<file path="src/rtl/pipe_stage_reg.sv">
// pipe_stage_reg
// Elastic inter-stage pipeline register for the five-stage MIPS core.
// Carries NCH payload channels of WIDTH bits plus an exception code and a
// branch-delay flag. It uses a valid/ready handshake with a two-entry
// (main + skid) buffer, flush-to-bubble and a saturating stall counter.
//
// Ports:
//   clk, reset              clock, synchronous active-high reset
//   in_valid/in_ready       upstream handshake (in_ready is registered)
//   in_data/in_exc/in_bd    incoming slot
//   flush                   drop all held and incoming slots this cycle
//   out_valid/out_ready     downstream handshake
//   out_data/out_exc/out_bd main-entry slot; all-zero when invalid
//   occupancy               number of valid entries, 0..2
//   stall_cnt               saturating count of out_valid & ~out_ready cycles
module pipe_stage_reg #(
  parameter int WIDTH = 32,
  parameter int NCH   = 8,
  parameter int CNTW  = 16
) (
  input  logic                   clk,
  input  logic                   reset,
  input  logic                   in_valid,
  output logic                   in_ready,
  input  logic [NCH*WIDTH-1:0]   in_data,
  input  logic [4:0]             in_exc,
  input  logic                   in_bd,
  input  logic                   flush,
  output logic                   out_valid,
  input  logic                   out_ready,
  output logic [NCH*WIDTH-1:0]   out_data,
  output logic [4:0]             out_exc,
  output logic                   out_bd,
  output logic [1:0]             occupancy,
  output logic [CNTW-1:0]        stall_cnt
);

  localparam int DW = NCH * WIDTH;

  logic          main_valid, skid_valid;
  logic [DW-1:0] main_data, skid_data;
  logic [4:0]    main_exc, skid_exc;
  logic          main_bd, skid_bd;

  logic accept, consume;

  always_comb begin
    accept  = in_valid & in_ready;
    consume = main_valid & out_ready;
  end

  // skid_valid is a register, so in_ready has no path from out_ready.
  assign in_ready  = ~skid_valid;
  assign out_valid = main_valid;
  // Invalid entries already hold zeros; the gating keeps bubbles clean
  // even if a stale field were ever left behind.
  assign out_data  = main_valid ? main_data : '0;
  assign out_exc   = main_valid ? main_exc  : '0;
  assign out_bd    = main_valid & main_bd;
  assign occupancy = 2'(main_valid) + 2'(skid_valid);

  always_ff @(posedge clk) begin
    if (reset || flush) begin
      main_valid <= 1'b0;
      main_data  <= '0;
      main_exc   <= '0;
      main_bd    <= 1'b0;
      skid_valid <= 1'b0;
      skid_data  <= '0;
      skid_exc   <= '0;
      skid_bd    <= 1'b0;
    end else if (!main_valid || consume) begin
      if (skid_valid) begin
        // Skid always drains ahead of newer input to preserve order.
        main_valid <= 1'b1;
        main_data  <= skid_data;
        main_exc   <= skid_exc;
        main_bd    <= skid_bd;
        skid_valid <= accept;
        skid_data  <= accept ? in_data : '0;
        skid_exc   <= accept ? in_exc  : '0;
        skid_bd    <= accept & in_bd;
      end else if (accept) begin
        main_valid <= 1'b1;
        main_data  <= in_data;
        main_exc   <= in_exc;
        main_bd    <= in_bd;
      end else begin
        main_valid <= 1'b0;
        main_data  <= '0;
        main_exc   <= '0;
        main_bd    <= 1'b0;
      end
    end else if (accept) begin
      skid_valid <= 1'b1;
      skid_data  <= in_data;
      skid_exc   <= in_exc;
      skid_bd    <= in_bd;
    end
  end

  // Flush does not clear the counter; it keeps counting stalled edges.
  always_ff @(posedge clk) begin
    if (reset) begin
      stall_cnt <= '0;
    end else if (main_valid && !out_ready && (stall_cnt != {CNTW{1'b1}})) begin
      stall_cnt <= stall_cnt + 1'b1;
    end
  end

endmodule

</file>
<file path="config.mk">
export PLATFORM = sky130hd
export DESIGN_NAME = pipe_stage_reg
export DESIGN_NICKNAME = d
export VERILOG_FILES = /design/src/rtl/pipe_stage_reg.sv
export SDC_FILE = /design/constraint.sdc
export NUM_CORES = 1
export LEC_CHECK = 0
export ABC_AREA = 1
export ABC_CLOCK_PERIOD_IN_PS = 4600
export CAP_MARGIN = 40
export CELL_PAD_IN_SITES_DETAIL_PLACEMENT = 2
export CELL_PAD_IN_SITES_GLOBAL_PLACEMENT = 2
export CORE_ASPECT_RATIO = 0.5
export CORE_UTILIZATION = 28
export CTS_CLUSTER_SIZE = 12
export DETAILED_ROUTE_END_ITERATION = 16
export DONT_BUFFER_PORTS = 1
export PLACE_DENSITY = 0.76
export SLEW_MARGIN = 25
export SYNTH_ARGS = -nofsm -noshare
export SYNTH_HDL_FRONTEND = slang
export SYNTH_SLANG_ARGS = --single-unit
</file>
<file path="constraint.sdc">
create_clock -name clk -period 4.6 [get_ports clk]
set_input_delay 0.46 -clock clk [delete_from_list [all_inputs] [get_ports clk]]
set_output_delay 0.46 -clock clk [all_outputs]
set_load 0.1 [all_outputs]
</file>
; ---- Word level (Yosys, flattened, before mapping)
; Cells that the tools add are included.
[classes]
n_div = 0
n_addsub = 2
n_reduce_logical = 8
bitwise_logic = 5
mux = 22
n_eq_ne = 2
n_shift = 0
n_lt_le_gt_ge = 0
multipliers = 0
[op_table]
columns = cell, count
row1 = 2-to-1 mux 256 bit, 6
row2 = 2-to-1 mux 5 bit, 6
row3 = adder 16 x 1 -> 16 bit (second input constant), 1
row4 = inequality test 16 bit (second input constant), 1
row5 = 2-to-1 mux 1 bit, 10
row6 = AND 1 bit, 4
row7 = adder 1 x 1 -> 2 bit, 1
row8 = logical AND 1 bit, 2
row9 = zero test 1 bit, 2
row10 = logical OR 1 bit, 2
row11 = inequality test 2 bit (second input constant), 1
row12 = AND reduction 2 bit, 1
row13 = nonzero test 2 bit, 1
row14 = inverter 1 bit, 1
[totals]
in_bits = 267
out_inout_bits = 282
wordCells = 48
ff_bits = 542
latchBits = 0
rom_bits = 0
n_memories = 0
ramBits = 0

; ---- Logic depth before layout (Yosys ltp)
[logic_depth]
ltp_word = 5
mapped_depth = 10
ltp_nobuf = 10

; ---- Least setup slack after synthesis
; OpenSTA, ideal clock, no wires.
[synth_path]
path_type = register to output
from = register main_valid, in the netlist out_valid
to = output port out_data[211]
path_slack_ns = 1.604
n_path_buf = 3
arrival_time_ns = 2.536
required_ns = 4.140
stages_incl_launch_ff = 6
path_cell_list = dfxtp_1 buf_2 clkbuf_1 clkbuf_1 nand2_1 inv_1
[synth_between]
elab_chain_cells = 1
[synth_rtl]
columns = element, line_no
row1 = from (decl), 40  ; logic main_valid, skid_valid;
row2 = from (signal assigned), 64  ; main_valid <= 1'b0;
row3 = from (signal assigned), 75  ; main_valid <= 1'b1;
row4 = from (signal assigned), 84  ; main_valid <= 1'b1;
row5 = 2-to-1 mux 256 bit, 57  ; assign out_data = main_valid ? main_data : '0;
row6 = to (decl), 31  ; output logic [NCH*WIDTH-1:0] out_data,
; No other way between the ends.

; ---- Final worst setup path
[layout_path]
from = register main_valid, in the netlist out_valid
to = output port out_data[84]
; The elaborated chain is that of the path after synthesis.

==> flow_summary.toml <==
[clocking]
htree_levels = 2
clkSlewWorstSetupHoldPaths_ps = 70
cts-root-buf = "clkbuf_16"
tritoncts = "built"
cts.sinks = 542
clk_latency_ps = 630
max-clock-path-buffers = 3
cts_buffers = 56

[grt]
grt_pass1_vias = 26400
antenna_found_initial = 19
grt_usage_pct = 24.8
grt_overflow = 0
grt_start_max_net_pins = 173
grt_pass1_wl_mm = 161

[layout]
multiInputGateArea_mm2 = 0.00971
layout_common_cells = "nand2_1 (1188), dfxtp_1 (541), nand3_1 (275)"
seq_area_mm2 = 0.0109
drive_gt1_share_pct = 5.96
final_common_cell = "nand2_1"
nFillCells = 9054
nets = 3695
area_growth_pct = 31.0

[die]
core_area_mm2 = 0.0799
start_util_pct = 28.4
io_pins = 549
die_area_mm2 = 0.0824
rows = 73
die_w_um = 405
die_h_um = 203

[worst_setup_path]
r2r_start = "skid_valid"
crit_chain = "buf_12, nand2_1, inv_1"
cp_data_arrival_time_ps = 3110
cp_slowest_cell = "inv_1"
critPathMaxFanout = 168
slowest_delay_ps = 710
r2r_end = "skid_data[41]"
path_class = "reg2out"
r2r_slack_ps = 1260
startpoint = "out_valid"
crit_required_ps = 4140
setup.worst_path.end_class = "output pin"
cp-start-kind = "register"
critPathCapture = "out_data[84]"
reg2regPathDepth = 8

[status]
status = "complete, no violations"

[timing]
fmaxAchievable_mhz = 280
fin_skew_ps = 21.9
rsz0062_at_grt = "false"
tightest_slew_ps = 1160
fin_setup_tns_ps = 0
post-route-min-period_ps = 3570
finalHoldViolCount = 0
slew_headroom_pct = 22.3
setup_viol_count_final = 0
drv_slew = 0
min_period_over_period_pct = 77.7

[power_and_ir_drop]
p_per_area_mw_per_mm2 = 351
ir_drop_uv = 271
finalPower_mw = 10.5
leakagePower_nw = 12.2

[logic_synthesis]
avgSynthCellArea_um2 = 7.00
syn_nets = 3516
syn_area_mm2 = 0.0227
yosys_warnings = 0
synth-seq-area-share_pct = 47.7
postSynthCellCount = 3247
synth-seq-cells = 542
ys_types = 22

[placement]
place.gp.congestion = 0.787
dpl.hpwl_mm = 57.5
io_buffers = 0

[drt]
via_per_inst = 5.24
drt-total-wl_mm = 107
first_pass_iters = 5
route.detailed.drc = 0
detail-route-antenna-nets = 0
vias = 23900
wl_per_cell_um = 23.4
drt_iter0_markers = 1230

[worst_hold_path]
hold_path.class = "in2reg"

[flow_run]
maxCapViolations = 0
-- report_power, final --
| part | internal, mW | leakage, nW | total [mW] | switching [mW] |
|---|---|---|---|---|
| Clock | 2.54 | 0.845 | 4.65 | 2.12 |
| Sequential | 4.77 | 4.39 | 4.82 | 0.0519 |
| Combinational | 0.309 | 7.00 | 0.976 | 0.667 |
| Total | 7.62 | 12.2 | 10.5 | 2.84 |
-- worst max-delay path, delay by kind of cell, from the launching register on --
kind	cells	cell delay (ps)
buf+inv	2	1340
simple gates	1	220
flops	1	590
-- repair_timing --
| item | in CTS | in global routing |
|---|---|---|
| buffers inserted | 0 | 0 |
| endpoints found under the hold margin | 450 | 0 |
| hold buffers | 261 | 0 |
| setup endpoints to repair | 0 | 0 |
| gates resized for setup | 0 | 0 |
-- logic make-up (layout without fill, tap and decap cells) --
family	Yosys count	after routing	synth area share [%]
simple gates	1545	1545	27.2
compound gates	619	619	15.3
flops	542	542	47.7
buf+inv	539	750	9.63
fa+ha+maj	2	2	0.110
other cells	0	19	0
-- cell type report --
class,count,area share (%)
sequential,542,36.5
clock buffer,81,5.46
multi-input combinational,2166,32.6
tap,1087,4.57
clock inverter,9,0.349
antenna,19,0.160
inverter,277,3.54
timing repair buffer,383,16.8
-- Yosys cell counts --
cell      instances  area, um2
buf_4            20        150
o21ai_1         180        901
nand2_2           1       6.26
ha_1              2       25.0
buf_2            73        365
nand4_1           2       12.5
nor2_4            3       33.8
nand3b_1          1       7.51
inv_2             3       11.3
dfxtp_1         542      10900
nand3_1         275       1380
nor2_1           73        274
clkbuf_1        152        571
inv_1           274       1030
a21oi_1         140        701
buf_1            17       63.8
nor3_1            1       5.00
o21ai_0          57        285
a22oi_1          64        480
o221ai_1          1       8.76
a31oi_1         177       1110
nand2_1        1189       4460
-- registers in the layout, summed over array words and instances, names as in the netlist --
register / flops
main_data: 256
skid_valid: 1
skid_data: 256
out_valid: 1
skid_exc: 5
main_bd: 1
stall_cnt: 16
main_exc: 5
skid_bd: 1
-- how the worst min path moves through the flow --
| stage | startpoint | to | slack [ps] | cells past startpoint |
|---|---|---|---|---|
| 4_1_cts | in_data[41] | main_data[41] | 0.9 | 2 |
| 3_5_place_dp | skid_data[127] | skid_data[127] | 460 | 2 |
| 2_1_floorplan | skid_data[0] | skid_data[0] | 440 | 2 |
| 3_3_place_gp | skid_data[9] | skid_data[9] | 450 | 2 |
| 5_1_grt | in_data[41] | main_data[41] | 10 | 2 |
| 6_report | in_bd | main_bd | 30 | 2 |
-- layer usage --
| metal | GRT usage [%] | wire, um | up-vias |
|---|---|---|---|
| li1 | - | - | 10800 |
| met1 | 27.0 | 40800 | 12100 |
| met2 | 45.3 | 55300 | 657 |
| met3 | 3.52 | 3450 | 357 |
| met4 | 16.0 | 7230 | 0 |
| met5 | 0 | 0 | - |
-- metrics by stage --
step | instance area [um2] | worst slack [ps] | hold slack, ps | utilization [%] | instances
after global routing | 29800 | 980 | 14.4 | 37.2 | 4564
after CTS | 29600 | 1060 | 0.937 | 37.1 | 4537
final | 29800 | 1030 | 30.4 | 37.2 | 4564
after detailed placement | 25300 | 1430 | 456 | 31.6 | 4186
after global placement | 23400 | 1420 | 449 | 29.3 | 4116
after floorplan | 22700 | 1600 | 439 | - | 3247
No activity file was read; power rests on OpenSTA's default activity.
